[src/rtl/store_commit_buffer.sv]
// Store commit buffer: tracks computed stores, signals readiness to the ROB, and
// drains ROB-committed stores to memory one byte per cycle, surviving flushes.
module store_commit_buffer #(
    parameter int SB_SZ     = 8,
    parameter int SB_SZ_LOG = 3,
    parameter int ROB_TAG_W = 4
) (
    input  logic                 clk,
    input  logic                 rst,
    input  logic                 rdy,
    input  logic                 in_vld,
    input  logic [ROB_TAG_W-1:0] in_rob,
    input  logic [31:0]          in_addr,
    input  logic [31:0]          in_data,
    input  logic [1:0]           in_width,
    output logic                 in_full,
    output logic                 upd_str,
    output logic [ROB_TAG_W-1:0] upd_str_rd,
    input  logic                 commit_str,
    input  logic                 flush,
    input  logic                 mem_gnt,
    output logic                 mem_req,
    output logic                 mem_wr,
    output logic [31:0]          mem_a,
    output logic [7:0]           mem_dout,
    output logic                 busy
);

    typedef enum logic [0:0] {
        S_IDLE  = 1'b0,
        S_WRITE = 1'b1
    } drain_state_t;

    localparam logic [SB_SZ_LOG:0]   CNT_FULL = SB_SZ[SB_SZ_LOG:0];
    localparam logic [SB_SZ_LOG:0]   CNT_ONE  = 1;
    localparam logic [SB_SZ_LOG-1:0] PTR_ONE  = 1;

    logic [31:0] ent_addr  [SB_SZ];
    logic [31:0] ent_data  [SB_SZ];
    logic [1:0]  ent_width [SB_SZ];

    logic [SB_SZ_LOG-1:0] head, cmt, tail;
    logic [SB_SZ_LOG-1:0] head_next, cmt_next, tail_next;
    logic [SB_SZ_LOG:0]   count, ncmt;
    logic [SB_SZ_LOG:0]   count_next, ncmt_next;

    drain_state_t state, state_next;
    logic [1:0]   idx, idx_next, last_idx;
    logic         enq, commit_ok, pop;
    logic         wr_next;
    logic [31:0]  a_next;
    logic [7:0]   dout_next;
    logic [31:0]  head_addr, head_data;
    logic [1:0]   head_width;

    // Handshakes: an enqueue is accepted on a cycle with rdy && in_vld && !in_full && !flush;
    // mem_req stays high while committed stores remain, and a byte moves on each rdy && mem_gnt cycle in WRITE.
    assign in_full   = (count == CNT_FULL);
    assign busy      = (count != '0);
    assign mem_req   = (ncmt != '0);
    assign enq       = rdy && in_vld && !in_full && !flush;
    assign commit_ok = rdy && commit_str && (count != ncmt);

    assign head_addr  = ent_addr[head];
    assign head_data  = ent_data[head];
    assign head_width = ent_width[head];

    always_comb begin
        case (head_width)
            2'd0:    last_idx = 2'd0;
            2'd1:    last_idx = 2'd1;
            default: last_idx = 2'd3;
        endcase
    end

    // Drain FSM: next state and registered memory-port values.
    always_comb begin
        state_next = state;
        idx_next   = idx;
        pop        = 1'b0;
        wr_next    = 1'b0;
        a_next     = mem_a;
        dout_next  = mem_dout;
        if (rdy) begin
            case (state)
                S_IDLE: begin
                    if (ncmt != '0 && mem_gnt) begin
                        state_next = S_WRITE;
                        idx_next   = 2'd0;
                    end
                end
                S_WRITE: begin
                    if (mem_gnt) begin
                        wr_next   = 1'b1;
                        a_next    = head_addr + {30'b0, idx};
                        dout_next = head_data[{idx, 3'b000} +: 8];
                        if (idx == last_idx) begin
                            pop        = 1'b1;
                            state_next = S_IDLE;
                            idx_next   = 2'd0;
                        end else begin
                            idx_next = idx + 2'd1;
                        end
                    end
                end
                default: begin
                    state_next = S_IDLE;
                    idx_next   = 2'd0;
                end
            endcase
        end
    end

    // Pointer and occupancy bookkeeping; a flush rewinds tail to the post-commit boundary.
    always_comb begin
        head_next  = pop ? head + PTR_ONE : head;
        cmt_next   = commit_ok ? cmt + PTR_ONE : cmt;
        ncmt_next  = ncmt;
        count_next = count;
        tail_next  = tail;
        if (commit_ok && !pop) begin
            ncmt_next = ncmt + CNT_ONE;
        end else if (!commit_ok && pop) begin
            ncmt_next = ncmt - CNT_ONE;
        end
        if (flush) begin
            tail_next  = cmt_next;
            count_next = ncmt_next;
        end else begin
            if (enq) begin
                tail_next = tail + PTR_ONE;
            end
            if (enq && !pop) begin
                count_next = count + CNT_ONE;
            end else if (!enq && pop) begin
                count_next = count - CNT_ONE;
            end
        end
    end

    always_ff @(posedge clk) begin
        if (enq) begin
            ent_addr[tail]  <= in_addr;
            ent_data[tail]  <= in_data;
            ent_width[tail] <= in_width;
        end
    end

    always_ff @(posedge clk or posedge rst) begin
        if (rst) begin
            head  <= '0;
            cmt   <= '0;
            tail  <= '0;
            count <= '0;
            ncmt  <= '0;
        end else if (rdy) begin
            head  <= head_next;
            cmt   <= cmt_next;
            tail  <= tail_next;
            count <= count_next;
            ncmt  <= ncmt_next;
        end
    end

    always_ff @(posedge clk or posedge rst) begin
        if (rst) begin
            state      <= S_IDLE;
            idx        <= 2'd0;
            mem_wr     <= 1'b0;
            mem_a      <= '0;
            mem_dout   <= '0;
            upd_str    <= 1'b0;
            upd_str_rd <= '0;
        end else if (rdy) begin
            state    <= state_next;
            idx      <= idx_next;
            mem_wr   <= wr_next;
            mem_a    <= a_next;
            mem_dout <= dout_next;
            upd_str  <= enq;
            if (enq) begin
                upd_str_rd <= in_rob;
            end
        end else begin
            mem_wr  <= 1'b0;
            upd_str <= 1'b0;
        end
    end

endmodule

[config.mk]
export PLATFORM = sky130hd
export DESIGN_NAME = store_commit_buffer
export DESIGN_NICKNAME = d
export VERILOG_FILES = /design/src/rtl/store_commit_buffer.sv
export SDC_FILE = /design/constraint.sdc
export NUM_CORES = 1
export LEC_CHECK = 0
export CAP_MARGIN = 40
export CORE_ASPECT_RATIO = 1.75
export CORE_MARGIN = 2
export CORE_UTILIZATION = 58
export CTS_BUF_LIST = sky130_fd_sc_hd__clkbuf_2 sky130_fd_sc_hd__clkbuf_4 sky130_fd_sc_hd__clkbuf_8
export DETAILED_ROUTE_END_ITERATION = 12
export DONT_BUFFER_PORTS = 1
export PLACE_DENSITY_LB_ADDON = 0.1
export SKIP_LAST_GASP = 1
export SYNTH_ARGS = -nofsm -noshare
export SYNTH_HDL_FRONTEND = slang
export SYNTH_SLANG_ARGS = --single-unit
[constraint.sdc]
create_clock -name clk -period 12.8 [get_ports clk]
set_input_delay 3.2 -clock clk [delete_from_list [all_inputs] [get_ports clk]]
set_output_delay 3.2 -clock clk [all_outputs]
set_load 0.005 [all_outputs]
==> flow_summary_export.csv <==
group,metric,value,unit
global_route,met1_usage,27.0,%
die,die_area,42500,sq um
logic_synthesis,seq_area_frac_synth,74.0,%
setup_path,cp_cell_sequence,"nand3_1 > nor2_1 > nand2_1 > nor3b_2 > buf_4 > buf_4",
drt,dr.pass1.iters,4,
setup_path,endpoint_kind,"flip-flop",
logic_synthesis,synth_nets,1246,
clock_network,cts.sinks,594,
drt,vias_per_cell,6.03,
final_layout,area_growth_syn_to_layout,10.8,%
setup_path,slowest_delay,710,ps
pwr,vdd_ir_drop_max,0.114,mV
setup_path,critPathSlowestCell,"buf_4",
clock_network,cts_tree,"done",
timing,fin_skew,31.7,ps
setup_path,critPathBufInv,2,
clock_network,clk_latency,640,ps
placement,dpl.cell_count,1679,
pwr,total_leakage_power,8.53,nW
clock_network,postCtsSetupBuffers,0,
logic_synthesis,netlist_instances,1158,
flow_run,cap_violations,0,
clock_network,postCtsResizedCells,0,
global_route,busiest_layer,"met2",
status,status,"finished clean",
drt,post_drt_wl_per_cell,25.9,microns
setup_path,crit_required,13040,ps
placement,place.port_buffers,0,
drt,postRouteAntennaNets,0,
timing,period_needed,5270,ps
setup_path,crit_family,"simple AND/OR/NAND/NOR gates",
logic_synthesis,yosys_warnings,0,
global_route,grt_use_met3,5.86,%
timing,slew_headroom,45.6,%
logic_synthesis,syn_area_per_cell,20.4,sq um
global_route,globalRouteOverflowTotal,0,
pwr,powerDensity,200,nW/um^2
die,io_pins,126,
logic_synthesis,post_synth_main_area_contributors,"edfxtp_1 (67%), mux4_2 (14%), dfrtp_1 (7.0%)",
setup_path,start_kind,"primary input",
logic_synthesis,synth_top_cell_by_area,"edfxtp_1",
global_route,grt_util_met2,42.2,%
setup_path,worstPathArrival,5510,ps
setup_path,worst-path-max-fanout,44,
placement,routabilityCongestion,0.770,
timing,hold_violations,0,
drt,drc,0,
global_route,grt_use_total,23.4,%
clock_network,clk_path_buf_depth,3,
clock_network,cts_hold_buf,0,
final_layout,final_nets,1308,
logic_synthesis,synth-seq-cells,594,
final_layout,fin_cells,1836,
die,chipHeight,271,microns
die,start_util,58.9,%
clock_network,htree_levels,3,
clock_network,clkTransAtPathRegs,60,ps
logic_synthesis,synth.most_common_cell,"edfxtp_1",
drt,vias,11100,
logic_synthesis,synthDistinctLibCells,63,
clock_network,root_buffer,"clkbuf_8",
timing,finalSetupViolCount,0,
drt,wirelength,47600,microns
global_route,grt_max_degree,79,
setup_path,critical_path_class,"primary input to flip-flop",
global_route,grt_pass1_wl,72300,microns
logic_synthesis,syn-cell-area,23700,sq um
global_route,antenna_found_initial,1,
timing,tightest_slew,815,ps
drt,drtIter0Drc,858,
logic_synthesis,synth-main-ff-cell,"edfxtp_1",
global_route,first_global_vias,11900,
logic_synthesis,yosys-top-cells-count,"edfxtp_1 (528), mux4_2 (148), nand2_1 (75), dfrtp_1 (66), mux2i_1 (42)",
die,core_area,40200,sq um
clock_network,cts_buffers,83,
logic_synthesis,async_flop_share,11.1,%
timing,clock.fmax,190,MHz
timing,fin_crit_sh,41.1,%
die,die-width,157,microns
die,rows,97,
logic_synthesis,synth_edf_count,528,
worst_hold_path,hold_path_class,"flip-flop to flip-flop",
logic_synthesis,synth_top_area_share,67.0,%
timing,finalMaxSlewViolations,0,
timing,setup-tns-final,0,ps
timing,rsz0062_at_grt,"false",
setup_path,path_common_cell,"buf_4",
final_layout,layout-drive-gt1-share,28.1,%
placement,place.detailed.hpwl,29000,microns
sequential cells by signal, indices dropped and copies added, names as in the netlist, 4 cells and up:
register    cells
ent_width      16
ent_addr      256
mem_dout        8
count           4
mem_a          32
ncmt            4
upd_str_rd      4
ent_data      256
cell families (layout without fill, tap and decap cells):
group | count (synthesis) | count (layout) | share of synthesized area, %
xor gates and xnor gates | 45 | 45 | 1.67
AOI/OAI and AO/OA | 80 | 80 | 2.36
muxes | 202 | 202 | 16.4
other | 0 | 1 | 0
and+or+nand+nor | 159 | 159 | 3.39
DFF | 594 | 594 | 74.0
buffers and inverters | 67 | 200 | 1.48
adders and majority gates | 11 | 11 | 0.645
cell type report:
class	instances	area, sq um
inverter	13	48.8
timing repair buffer	31	430
tap	544	681
fill	2686	14000
antenna	1	2.50
clock buffer	124	1490
multi-input combinational	497	5860
clock inverter	32	179
sequential	594	17500
where the power goes:
group	total, mW	internal, mW	leakage [nW]	switching (mW)
logic	1.32	0.679	2.08	0.646
clock network	1.45	0.771	0.889	0.682
registers	2.47	2.28	5.56	0.198
worst register-to-register path, delay by kind of cell, from the launching register on:
kind	cells	cell delay [ps]
muxes	2	550
buffers and inverters	2	800
DFF	1	860
and+or+nand+nor	2	1090
AOI/OAI and AO/OA	2	680
adders and majority gates	2	600
xor gates and xnor gates	1	190
final timing paths:
| check | from | to | slack (ps) | depth (start not counted) |
|---|---|---|---|---|
| hold / removal | cmt[2] | cmt[2] | 480 | 1 |
| setup / recovery | in_vld | ent_addr[3][5] | 7530 | 6 |
| max in group asynchronous | rst | head[2] | 9680 | 3 |
| setup reg to reg | head[1] | mem_a[30] | 7910 | 11 |
| min in group asynchronous | rst | upd_str_rd[2] | 2550 | 2 |
| hold reg to reg | cmt[2] | cmt[2] | 480 | 1 |
cells in the final DEF, fill, tap and decap left out, drive strengths merged, types with 4 or more instances in the layout:
master / n
nor3b: 7
edfxtp: 528
or3: 4
clkbuf: 124
a21oi: 5
nor3: 13
nand3b: 5
clkinv: 26
nand3: 17
inv: 15
nor2: 20
xnor2: 17
dfrtp: 66
ha: 9
xor2: 28
mux4: 148
mux2: 11
a21o: 4
nand2: 75
buf: 31
o21ai: 48
mux2i: 43
stage by stage:
step	worst slack [ps]	area, sq um	utilization [%]	total power, mW	hold WS [ps]
2_1_floorplan	3510	23700	-	3.51	443
3_3_place_gp	6350	24200	60.3	3.82	475
3_5_place_dp	6870	24500	61.1	3.88	471
4_1_cts	7530	26200	65.2	5.33	483
5_1_grt	7390	26200	65.2	5.51	495
6_report	7530	26200	65.2	5.25	480
metal layers:
| layer | vias to the layer above | wire (microns) |
|---|---|---|
| li1 | 4836 | - |
| met5 | - | 0 |
| met1 | 5834 | 17000 |
| met3 | 82 | 2990 |
| met4 | 0 | 1310 |
| met2 | 310 | 26200 |
(Power assumes the default switching activity.)
